==> src/rtl/mem_access_unit.sv <==
// Load/store sequencer driving a byte-addressed data memory with a one-cycle registered read.
// Build option: define MEM_ACCESS_ALIGN_CHECK_EN to reject misaligned halfword/word requests.
module mem_access_unit #(
  parameter int MEM_BYTES = 1024
) (
  input  logic        clk,
  input  logic        rst,
  input  logic        req,
  input  logic        we,
  input  logic [1:0]  size,
  input  logic        uns,
  input  logic [31:0] addr,
  input  logic [31:0] wdata,
  output logic [31:0] rdata,
  output logic        busy,
  output logic        done,
  output logic        err,
  output logic        mem_read,
  output logic        mem_write,
  output logic [31:0] mem_addr,
  output logic [31:0] mem_wd,
  input  logic [31:0] mem_rd
);

  typedef enum logic [2:0] {
    S_IDLE,
    S_RD_ISSUE,
    S_RD_WAIT,
    S_WR_ISSUE,
    S_DONE
  } state_t;

  localparam logic [1:0]  SZ_BYTE   = 2'b00;
  localparam logic [1:0]  SZ_HALF   = 2'b01;
  localparam logic [1:0]  SZ_WORD   = 2'b10;
  localparam logic [31:0] LAST_ADDR = 32'(MEM_BYTES - 4);

  state_t      state, next_state;
  logic        we_q;
  logic [1:0]  size_q;
  logic        uns_q;
  logic [31:0] wdata_q;
  logic        capture;
  logic        req_bad;
  logic [31:0] load_val;
  logic [31:0] merge;

  logic        mem_read_d, mem_write_d, done_d, err_d;
  logic [31:0] mem_addr_d, mem_wd_d, rdata_d;

  assign capture = (state == S_IDLE) && req;
  assign busy    = (state != S_IDLE);

  // Every access touches a 4-byte window starting at addr, whatever the size.
  always_comb begin
    req_bad = (size == 2'b11) || (addr > LAST_ADDR);
`ifdef MEM_ACCESS_ALIGN_CHECK_EN
    if (size == SZ_HALF && addr[0])          req_bad = 1'b1;
    if (size == SZ_WORD && addr[1:0] != '0)  req_bad = 1'b1;
`endif
  end

  always_comb begin
    unique case (size_q)
      SZ_BYTE: load_val = uns_q ? {24'h0, mem_rd[7:0]}   : {{24{mem_rd[7]}}, mem_rd[7:0]};
      SZ_HALF: load_val = uns_q ? {16'h0, mem_rd[15:0]}  : {{16{mem_rd[15]}}, mem_rd[15:0]};
      default: load_val = mem_rd;
    endcase
  end

  always_comb begin
    unique case (size_q)
      SZ_BYTE: merge = {mem_rd[31:8], wdata_q[7:0]};
      SZ_HALF: merge = {mem_rd[31:16], wdata_q[15:0]};
      default: merge = wdata_q;
    endcase
  end

  // State register
  always_ff @(posedge clk or posedge rst) begin
    if (rst) state <= S_IDLE;
    else     state <= next_state;
  end

  // Next-state logic
  always_comb begin
    // NOTE: default assignment first so no path through the case leaves next_state unassigned (no latch).
    next_state = state;
    unique case (state)
      S_IDLE: begin
        if (req) begin
          if (req_bad)                     next_state = S_DONE;
          else if (we && size == SZ_WORD)  next_state = S_WR_ISSUE;
          else                             next_state = S_RD_ISSUE;
        end
      end
      S_RD_ISSUE: next_state = S_RD_WAIT;
      S_RD_WAIT:  next_state = we_q ? S_WR_ISSUE : S_DONE;
      S_WR_ISSUE: next_state = S_DONE;
      S_DONE:     next_state = S_IDLE;
      default:    next_state = S_IDLE;
    endcase
  end

  // Output logic: values for the next cycle, registered below so strobes never glitch.
  always_comb begin
    mem_read_d  = (next_state == S_RD_ISSUE);
    mem_write_d = (next_state == S_WR_ISSUE);
    done_d      = (next_state == S_DONE);
    err_d       = capture && req_bad;
    mem_addr_d  = mem_addr;
    mem_wd_d    = mem_wd;
    rdata_d     = rdata;
    if (capture && !req_bad) begin
      mem_addr_d = addr;
      if (we && size == SZ_WORD) mem_wd_d = wdata;
    end
    if (state == S_RD_WAIT) begin
      if (we_q) mem_wd_d = merge;
      else      rdata_d  = load_val;
    end
  end

  // mem_addr doubles as the latched request address for the whole operation.
  always_ff @(posedge clk or posedge rst) begin
    if (rst) begin
      we_q    <= 1'b0;
      size_q  <= SZ_BYTE;
      uns_q   <= 1'b0;
      wdata_q <= '0;
    end else if (capture) begin
      // NOTE: non-blocking assignments so every register samples pre-edge values, matching the hardware.
      we_q    <= we;
      size_q  <= size;
      uns_q   <= uns;
      wdata_q <= wdata;
    end
  end

  always_ff @(posedge clk or posedge rst) begin
    if (rst) begin
      mem_read  <= 1'b0;
      mem_write <= 1'b0;
      done      <= 1'b0;
      err       <= 1'b0;
      mem_addr  <= '0;
      mem_wd    <= '0;
      rdata     <= '0;
    end else begin
      mem_read  <= mem_read_d;
      mem_write <= mem_write_d;
      done      <= done_d;
      err       <= err_d;
      mem_addr  <= mem_addr_d;
      mem_wd    <= mem_wd_d;
      rdata     <= rdata_d;
    end
  end

endmodule

==> config.mk <==
export PLATFORM = sky130hd
export DESIGN_NAME = mem_access_unit
export DESIGN_NICKNAME = d
export VERILOG_FILES = /design/src/rtl/mem_access_unit.sv
export SDC_FILE = /design/constraint.sdc
export NUM_CORES = 1
export LEC_CHECK = 0
export ABC_AREA = 0
export CAP_MARGIN = 20
export CORE_MARGIN = 3
export CORE_UTILIZATION = 48
export DETAILED_ROUTE_END_ITERATION = 10
export PLACE_DENSITY = 0.85
export SKIP_LAST_GASP = 1
export SYNTH_ARGS = -nofsm -noshare
export SYNTH_HDL_FRONTEND = slang
export SYNTH_SLANG_ARGS = --single-unit
==> constraint.sdc <==
create_clock -name clk -period 10.15 [get_ports clk]
set_input_delay 2.03 -clock clk [delete_from_list [all_inputs] [get_ports clk]]
set_output_delay 2.03 -clock clk [all_outputs]
set_load 0.01 [all_outputs]
==> parameters.txt, run 1 <==
Parameter                              Value

Floorplanning
  Starting density of the core    0.494
  I/O pin cnt    between 200 and 250
  DIE AREA    0.0131 sq mm
  Chip Width    115 um
  Floorplan core area    ~0.011 sq mm
  Vert. Die Dim    115 um
  Cell Rows    39

STA
  Final critical path time including I/O delays and setup    between 4 and 5 ns
  Transition time at the pin with the least slew margin    around 1 ns
  Final worst-path cycle share    0.445
  Final hold violations    0
  Clock tree skew after final layout    0.0129 ns
  Final count of negative-setup-slack endpoints    0
  Achievable Freq    ~0.22 GHz
  Fin Hold WS    slightly below 0.5 ns
  RSZ-0062 raised after global routing    false
  Max Slew Vio Count    0
  Total negative setup slack    0 ns
  Slew Limit Headroom    0.346

Detailed routing
  Total number of vias    approximately 4.5k
  Wire length after detailed routing    roughly 16 mm
  First-pass iteration count of the detailed router    5
  Post-route antenna net violation count    0
  Detail-routed via count per cell    roughly 5.5
  Count of routing violations after the opening detailed-route iteration    between 300 and 400
  Post-detailed-route DRC marker count    0
  Routed length per placed instance    around 19 um

Placed design
  Count of input and output buffers    203
  Number of instances in the placed design    slightly below 800
  Final Wtd Congestion    ~0.77
  Post-detail-place hpwl    approximately 11 mm

Synthesis
  Avg Synthesized Cell Area    12.2 sq um
  Register bit count reported by yosys    139
  Yosys warning total    0
  Ranking of synthesized cells by area    dfrtp_1, mux2_2, mux2i_1
  Syn Std Cell Area    about 0.0057 sq mm
  Yosys top cell by area    dfrtp_1
  Synthesized netlist net count    between 500 and 600
  Number of instances in the synthesized netlist    about 460
  Fraction of the yosys area taken by sequential cells    0.614
  Area share of the leading cell type in the synthesized netlist    0.614
  Number of distinct library cells after synthesis    31

Clock network
  Number of CTS-inserted buffers    17
  Number of cells upsized or downsized after cts    0
  Hold-fix buffers at CTS    0
  Post-CTS setup buffer count    0
  Clock slew seen by the registers of the worst setup and hold paths    ~0.06 ns
  Number of clock sinks seen by CTS    between 100 and 150
  Maximum root-to-sink buffer count    2
  Clock tree from TritonCTS    done
  Insertion delay to the later sink of the worst-skew pair    between 0.4 and 0.5 ns
  Number of H-tree branching levels    4
  Buffer type at the clock tree root    clkbuf_16

Setup path
  Critical path arrival    4.80 ns
  Critical path type    in -> reg
  Launching element type of the critical path    primary input
  CP required    about 10 ns
  Slowest library cell on the worst path    and4bb_2
  Largest fanout on the critical path    34
  Worst Setup End Kind    flop
  Largest stage delay, worst path    around 0.98 ns
  Sequence of cells on the critical path    clkdlybuf4s50_1 -> nor4_1 -> nand4_1 -> and4bb_2 -> nor2b_2 -> buf_8 -> a221o_1

Global routing
  Largest net degree at the start of global routing    78
  Initial antenna violation count    0
  Global-route wire length before repair    between 20 and 25 mm
  Global router's overall resource usage    0.247
  Total global routing overflow    0
  Number of global-route vias before repair    slightly below 5k

Finish
  Layout cells sized above 1    0.144
  Layout overhead on the synthesized area    48.5%
  Share of the core filled with cells in the final layout    0.733
  Area of combinational cells with multiple inputs    0.00204 sq mm
  ANT cells    0
  Final nets    ~760
  Fin cells    approximately 820
  Register area    0.00348 sq mm
  Fill cell count    765

Power and ir drop
  Power per standard cell area    between 150 and 200 mW/mm^2
  Final Total Pwr    roughly 1.5 mW
  LEAKAGE    ~3.6 nW
  Worst-case vdd ir drop    around 120 uV

Hold path
  Worst min-delay path category    reg -> reg

Run status
  Outcome    finished, final reports clean

Run
  Maximum capacitance violations    0
registers in the layout, indices dropped and copies added, names as in the netlist:
signal     flops
done           1
rdata         32
wdata_q       32
state          3
err            1
mem_addr      32
mem_read       1
mem_write      1
size_q         2
we_q           1
uns_q          1
mem_wd        32
worst max-delay path, delay by kind of cell:
| kind | cells | cell delay [ns] |
|---|---|---|
| buffers and inverters | 2 | 0.66 |
| and+or+nand+nor | 4 | 1.79 |
| AOI/OAI and AO/OA | 1 | 0.31 |
path summary, 6_finish.rpt:
| kind | start | to | cells past startpoint | slack (ns) |
|---|---|---|---|---|
| worst max-delay path | addr[12] | mem_wd[10] | 7 | 5.63 |
| worst min-delay path | mem_addr[31] | mem_addr[31] | 1 | 0.50 |
| worst max register to register | state[0] | mem_wd[10] | 6 | 7.24 |
| worst min register to register | mem_addr[31] | mem_addr[31] | 1 | 0.50 |
| max in group asynchronous | rst | mem_wd[16] | 3 | 6.80 |
| min in group asynchronous | rst | mem_addr[0] | 2 | 2.10 |
kinds of logic (layout without fill, tap and decap cells):
logic type	count (synthesis)	in the layout	share of synthesized area
flops	139	139	0.614
mux	80	80	0.153
compound gates	79	79	0.0948
simple gates	131	131	0.111
buf+inv	34	245	0.0269
stage by stage:
step	worst slack, ns	instance area (sq um)
6_report	5.63	8410
4_1_cts	5.56	8370
2_1_floorplan	4.40	5660
5_1_grt	5.51	8410
3_5_place_dp	5.14	7780
3_3_place_gp	5.22	7780
routing by layer:
layer  up-vias  wire, um  global-route usage
met1      2259      6010               0.289
li1       2028         -                   -
met2       205      7980               0.416
met4         0       196              0.0903
met5         -         0                   0
met3        17      1550              0.0904
cell type report:
type	count	share of cell area
Clock inverter	9	0.0135
Timing Repair Buffer	210	0.251
Tap cell	143	0.0213
Sequential cell	139	0.414
Inverter	3	0.00193
Multi-Input combinational cell	290	0.243
Clock buffer	23	0.0556
where the power goes:
group          internal (mW)  total (mW)  switching, mW
logic                  0.162       0.275          0.113
registers              0.618       0.656         0.0382
clock network          0.376       0.606          0.230
cells in the mapped netlist, drive strengths merged:
cell and count:
a21boi 2, and4b 1, dfrtp 139, inv 3, nor3b 1, or3 3
mux2i 26, o21ai 1, and4bb 1, nor2b 23, or2 1, nand2 35
nor3 1, nor2 53, nand3 1, and3 1, a221o 24, a21oi 48
o31a 1, buf 9, mux2 54, nor4 5, a211oi 1, clkbuf 22
nor4b 2, o21ba 2, nand4 3
placed cells by master (no fill, tap or decap), types with 3 or more instances in the layout:
cell type,n
nor2b_1,22
a21oi_1,48
buf_4,5
nand2_1,35
nor2_1,53
a221o_1,24
mux2_2,54
mux2i_1,26
nand4_1,3
clkbuf_1,4
clkdlybuf4s50_1,203
clkbuf_16,17
dfrtp_1,139
or3_1,3
clkinvlp_4,3
nor4_1,5
No activity file was read; power rests on OpenSTA's default activity.
==> run 2, diff against run 1 <==
--- a/config.mk
+++ b/config.mk
@@ -8,9 +8,9 @@
 export ABC_AREA = 0
 export CAP_MARGIN = 20
 export CORE_MARGIN = 3
-export CORE_UTILIZATION = 48
+export CORE_UTILIZATION = 45
 export DETAILED_ROUTE_END_ITERATION = 10
-export PLACE_DENSITY = 0.85
+export PLACE_DENSITY = 0.8
 export SKIP_LAST_GASP = 1
 export SYNTH_ARGS = -nofsm -noshare
 export SYNTH_HDL_FRONTEND = slang
==> constraint.sdc (replaced) <==
create_clock -name clk -period 4.2 [get_ports clk]
set_input_delay 0.84 -clock clk [delete_from_list [all_inputs] [get_ports clk]]
set_output_delay 0.84 -clock clk [all_outputs]
set_load 0.01 [all_outputs]
==> run 2 against run 1 <==
  * Register-to-register slack worse by 5.4 ns
  * First-iteration DRC count up 19%
  * Wire length down 0.79%
  * Die area up 6.3%
  * Sequential power up 140%
==> parameters.txt, run 2 (synthesis gave the netlist of run 1 again) <==
Parameter                              Value

Run
  Maximum capacitance violations    0

Power and ir drop
  Relative contribution of the clock network to total power    0.421
  Logic gate share of total power    0.171
  Flop pwr share    0.408
  Sw power    about 900 uW
  LEAKAGE    approximately 3.6 nW
  Switching Fraction    0.231
  Worst-case vdd ir drop    ~220 uV
  Internal power component    around 3 mW
  Power per standard cell area    around 460 mW/mm^2

STA
  RSZ-0062 raised after global routing    false
  Clock tree skew after final layout    approximately 0.0057 ns
  Final count of negative-setup-slack endpoints    0
  Final hold violations    0
  Max Slew Vio Count    0
  Final worst-path cycle share    0.653
  Final critical path time including I/O delays and setup    2.74 ns
  Achievable Freq    between 0.3 and 0.4 GHz
  Slew Limit Headroom    0.366
  Transition time at the pin with the least slew margin    approximately 0.95 ns
  Total negative setup slack    0 ns

Detailed routing
  Routed length per placed instance    18.5 um
  Post-detailed-route DRC marker count    0
  Detail-routed via count per cell    roughly 5.3
  Wire length after detailed routing    around 16 mm
  Count of routing violations after the opening detailed-route iteration    about 370
  First-pass iteration count of the detailed router    4
  Total number of vias    approximately 4.4k
  Post-route antenna net violation count    0

Global routing
  Total global routing overflow    0
  Global router's overall resource usage    0.230
  Initial antenna violation count    0
  Number of global-route vias before repair    between 4k and 5k
  Global-route wire length before repair    between 20 and 30 mm
  Largest net degree at the start of global routing    86

Setup path
  Largest stage delay, worst path    around 0.69 ns
  Launching element type of the critical path    primary input
  Largest fanout on the critical path    19
  CP required    ~4.5 ns
  Slowest library cell on the worst path    and3_1
  Sequence of cells on the critical path    clkdlybuf4s50_1 -> nor4_1 -> nand4_1 -> nor2_1 -> and3_1 -> mux2_2
  Worst Setup End Kind    flop
  Critical path type    in -> reg
  Critical path arrival    roughly 3 ns

Floorplanning
  Vert. Die Dim    about 120 um
  Cell Rows    40
  I/O pin cnt    204
  Floorplan core area    0.0122 sq mm
  Chip Width    approximately 120 um
  Starting density of the core    0.466
  DIE AREA    0.0140 sq mm

Run status
  Outcome    finished, final reports clean

Clock network
  Maximum root-to-sink buffer count    2
  Number of H-tree branching levels    4
  Clock tree from TritonCTS    done
  Buffer type at the clock tree root    clkbuf_16
  Number of CTS-inserted buffers    17
  Number of clock sinks seen by CTS    ~140
  Clock slew seen by the registers of the worst setup and hold paths    about 0.060 ns
  Insertion delay to the later sink of the worst-skew pair    between 0.4 and 0.5 ns
  Number of cells upsized or downsized after cts    0
  Post-CTS setup buffer count    0
  Hold-fix buffers at CTS    0

Finish
  Layout cells sized above 1    0.146
  Final nets    767
  Layout overhead on the synthesized area    50.3%
  Leading cell types in the layout, fill and taps excluded    clkdlybuf4s50_1, dfrtp_1, mux2_2
  Leading cell type in the layout, fill and taps excluded    clkdlybuf4s50_1
  Area of all placed cells without fillers    roughly 0.0085 sq mm
  ANT cells    0

Placed design
  Post-detail-place hpwl    11.0 mm
  Total placed instance area    0.00787 sq mm
  Final Wtd Congestion    ~0.8
  Count of input and output buffers    roughly 200

Hold path
  Worst min-delay path category    reg -> reg
==> run 2: final cells by class <==
type	instances	area [sq um]
fill	891	3650
sequential	139	3480
timing repair buffer	213	2120
multi-input combinational	290	2040
clock buffer	25	485
tap	168	210
clock inverter	7	160
inverter	3	15.0
==> run 2: metal layers <==
layer / share of wire / wire (um) / track usage
met1: 0.39 / 6140 / 0.273
met2: 0.50 / 7760 / 0.382
met3: 0.091 / 1420 / 0.0871
met4: 0.018 / 287 / 0.0872
met5: 0 / 0 / 0
==> run 2: metrics by stage <==
stage          setup slack, ns  total power [mW]  hold WS (ns)  utilization  cells
2_1_floorplan             1.62              1.90         0.480            -    463
3_5_place_dp              1.02              2.27         0.491        0.647    813
6_report                  1.46              3.88         0.499        0.700    845
5_1_grt                   1.25              4.04         0.515        0.700    845
4_1_cts                   1.45              3.91         0.503        0.700    845
3_3_place_gp              1.11              2.25         0.483        0.647    813
==> run 2: final timing paths <==
kind	startpoint	to	slack, ns	cells past startpoint
min in group asynchronous	rst	rdata[5]	0.79	2
hold / removal	mem_addr[31]	mem_addr[31]	0.50	1
setup reg to reg	state[0]	mem_wd[7]	1.88	6
setup / recovery	addr[10]	mem_addr[5]	1.46	6
max in group asynchronous	rst	mem_wd[12]	2.62	3
hold reg to reg	mem_addr[31]	mem_addr[31]	0.50	1
==> run 2: power by group through the flow <==
stage / Clock [mW] / Combinational (mW) / Sequential (mW)
global placement: 0 / 0.650 / 1.60
CTS: 1.66 / 0.672 / 1.58
finish: 1.63 / 0.665 / 1.59
detailed placement: 0 / 0.667 / 1.61
global route: 1.72 / 0.720 / 1.60
floorplan: 0 / 0.267 / 1.63
==> run 2: critical path, delay by kind of cell <==
kind	cells	cell delay, ns
buf+inv	1	0.42
mux	1	0.41
simple gates	4	1.36
==> run 3, diff against run 2 <==
--- a/config.mk
+++ b/config.mk
@@ -8,9 +8,9 @@
 export ABC_AREA = 0
 export CAP_MARGIN = 20
 export CORE_MARGIN = 3
-export CORE_UTILIZATION = 45
+export CORE_UTILIZATION = 40
 export DETAILED_ROUTE_END_ITERATION = 10
-export PLACE_DENSITY = 0.8
+export PLACE_DENSITY = 0.76
 export SKIP_LAST_GASP = 1
 export SYNTH_ARGS = -nofsm -noshare
 export SYNTH_HDL_FRONTEND = slang
==> constraint.sdc (replaced) <==
create_clock -name clk -period 2.3 [get_ports clk]
set_input_delay 0.46 -clock clk [delete_from_list [all_inputs] [get_ports clk]]
set_output_delay 0.46 -clock clk [all_outputs]
set_load 0.01 [all_outputs]
==> run 3 against run 2 <==
  * Core utilization fell by 6.5 points
  * Clock skew down 0.0012 ns
  * Critical path depth is the same
  * Total power increased by 73%
  * Wire length rose by 0.55%
  * Sequential cell count unchanged
  * First-iteration DRC count down 18%
  * Combinational power grew 85%
  * Largest power group is now sequential cells
==> parameters.txt, run 3 (synthesis gave the netlist of run 1 again) <==
Parameter                              Value

Power and ir drop
  LEAKAGE    between 3 and 4 nW
  Power per standard cell area    roughly 800 mW/mm^2
  Final Total Pwr    6.74 mW
  Worst-case vdd ir drop    464 uV

Clock network
  Clock slew seen by the registers of the worst setup and hold paths    about 0.060 ns
  Clock tree from TritonCTS    done
  Insertion delay to the later sink of the worst-skew pair    ~0.42 ns
  Number of CTS-inserted buffers    17
  Number of clock sinks seen by CTS    approximately 140
  Number of H-tree branching levels    4
  Buffer type at the clock tree root    clkbuf_16
  Maximum root-to-sink buffer count    2
  Post-CTS setup buffer count    0

Run
  Maximum capacitance violations    0

Finish
  ANT cells    0
  Fin cells    ~870
  Final nets    779
  Leading cell types in the layout, fill and taps excluded    clkdlybuf4s50_1, dfrtp_1, mux2_2
  Layout overhead on the synthesized area    52.0%
  Share of the core filled with cells in the final layout    0.635
  Layout cells sized above 1    0.165
  Leading cell type in the layout, fill and taps excluded    clkdlybuf4s50_1

Setup path
  Largest fanout on the critical path    15
  Worst Setup End Kind    flop
  Depth of the worst register-to-register path    6
  CP Launch Point    addr[9]
  Critical path type    in -> reg
  Launch point of the worst reg-to-reg path    state[0]
  Critical path arrival    about 2.4 ns
  CP required    between 2 and 3 ns
  Launching element type of the critical path    primary input

STA
  Transition time at the pin with the least slew margin    between 0.5 and 0.6 ns
  Max Slew Vio Count    0
  Final worst-path cycle share    0.906
  Final count of negative-setup-slack endpoints    0
  Final critical path time including I/O delays and setup    about 2.1 ns
  RSZ-0062 raised after global routing    false
  Clock tree skew after final layout    about 0.0045 ns
  Achievable Freq    between 0.4 and 0.5 GHz
  Slack of the critical path    0.217 ns
  Final hold violations    0
  Slew Limit Headroom    0.657

Placed design
  Count of input and output buffers    between 200 and 250
  Number of instances in the placed design    around 830
  Final Wtd Congestion    0.772
  Post-detail-place hpwl    11.1 mm
  Worst slack at placement    -0.230 ns

Global routing
  Initial antenna violation count    0
  Total global routing overflow    0
  Global-route wire length before repair    26.2 mm
  Global router's overall resource usage    0.208
  Number of global-route vias before repair    about 5.0k
  Largest net degree at the start of global routing    44

Floorplanning
  DIE AREA    between 0.015 and 0.02 sq mm
  Vert. Die Dim    between 100 and 150 um
  I/O pin cnt    204
  Starting density of the core    0.418
  Floorplan core area    around 0.014 sq mm
  Chip Width    approximately 120 um
  Cell Rows    42

Detailed routing
  Count of routing violations after the opening detailed-route iteration    just over 300
  Post-route antenna net violation count    0
  Detail-routed via count per cell    between 5 and 6
  First-pass iteration count of the detailed router    4
  Routed length per placed instance    between 15 and 20 um
  Wire length after detailed routing    between 15 and 20 mm
  Total number of vias    ~4.5k
  Post-detailed-route DRC marker count    0

Run status
  Outcome    finished, final reports clean

Hold path
  Worst min-delay path category    in -> async
## run 3: routing by layer
metal / GRT usage / vias to the layer above / part of all wire
met4: 0.0708 / 0 / 0.019
met1: 0.256 / 2250 / 0.41
li1: - / 2052 / -
met3: 0.0874 / 26 / 0.090
met2: 0.332 / 175 / 0.48
met5: 0 / - / 0
## run 3: stage by stage
| step | setup TNS (ns) | hold WS (ns) | instance area (sq um) |
|---|---|---|---|
| 3_5_place_dp | -9.45 | 0.484 | 8040 |
| 4_1_cts | 0 | 0.422 | 8610 |
| 5_1_grt | 0 | 0.432 | 8610 |
| 2_1_floorplan | 0 | 0.480 | 5670 |
| 6_report | 0 | 0.435 | 8610 |
| 3_3_place_gp | -6.52 | 0.482 | 8040 |
## run 3: worst max-delay path: stages
cell             delay [ns]
clkdlybuf4s50_1        0.48
nand4_1                0.11
or3_1                  0.44
and4bb_2               0.31
buf_4                  0.21
a221o_1                0.37
## run 3: layout make-up
type	instances	area (sq um)
Clock buffer	25	505
Clock inverter	7	62.6
Fill cell	1055	4950
Inverter	3	15.0
Multi-Input combinational cell	290	2040
Sequential cell	139	3480
Tap cell	176	220
Timing Repair Buffer	225	2290
## run 3: what timing repair did
action | 4_1_cts | 5_1_grt
resized for setup | 0 | 1
hold buffers | 0 | 0
setup endpoints to repair | 0 | 1
## run 3: worst paths after layout
| check | slack [ns] | to |
|---|---|---|
| setup / recovery | 0.22 | mem_wd[20] |
| hold / removal | 0.44 | rdata[5] |
| setup reg to reg | 0.27 | mem_wd[26] |
| hold reg to reg | 0.50 | mem_addr[13] |
| max in group asynchronous | 1.20 | mem_wd[6] |
| min in group clk | 0.50 | mem_addr[13] |
## run 3: report_power, final
part	internal [mW]	switching [mW]	leakage, nW
registers	2.73	0.172	1.66
logic	0.734	0.497	1.77
clock network	1.62	0.985	0.283
total	5.08	1.65	3.71
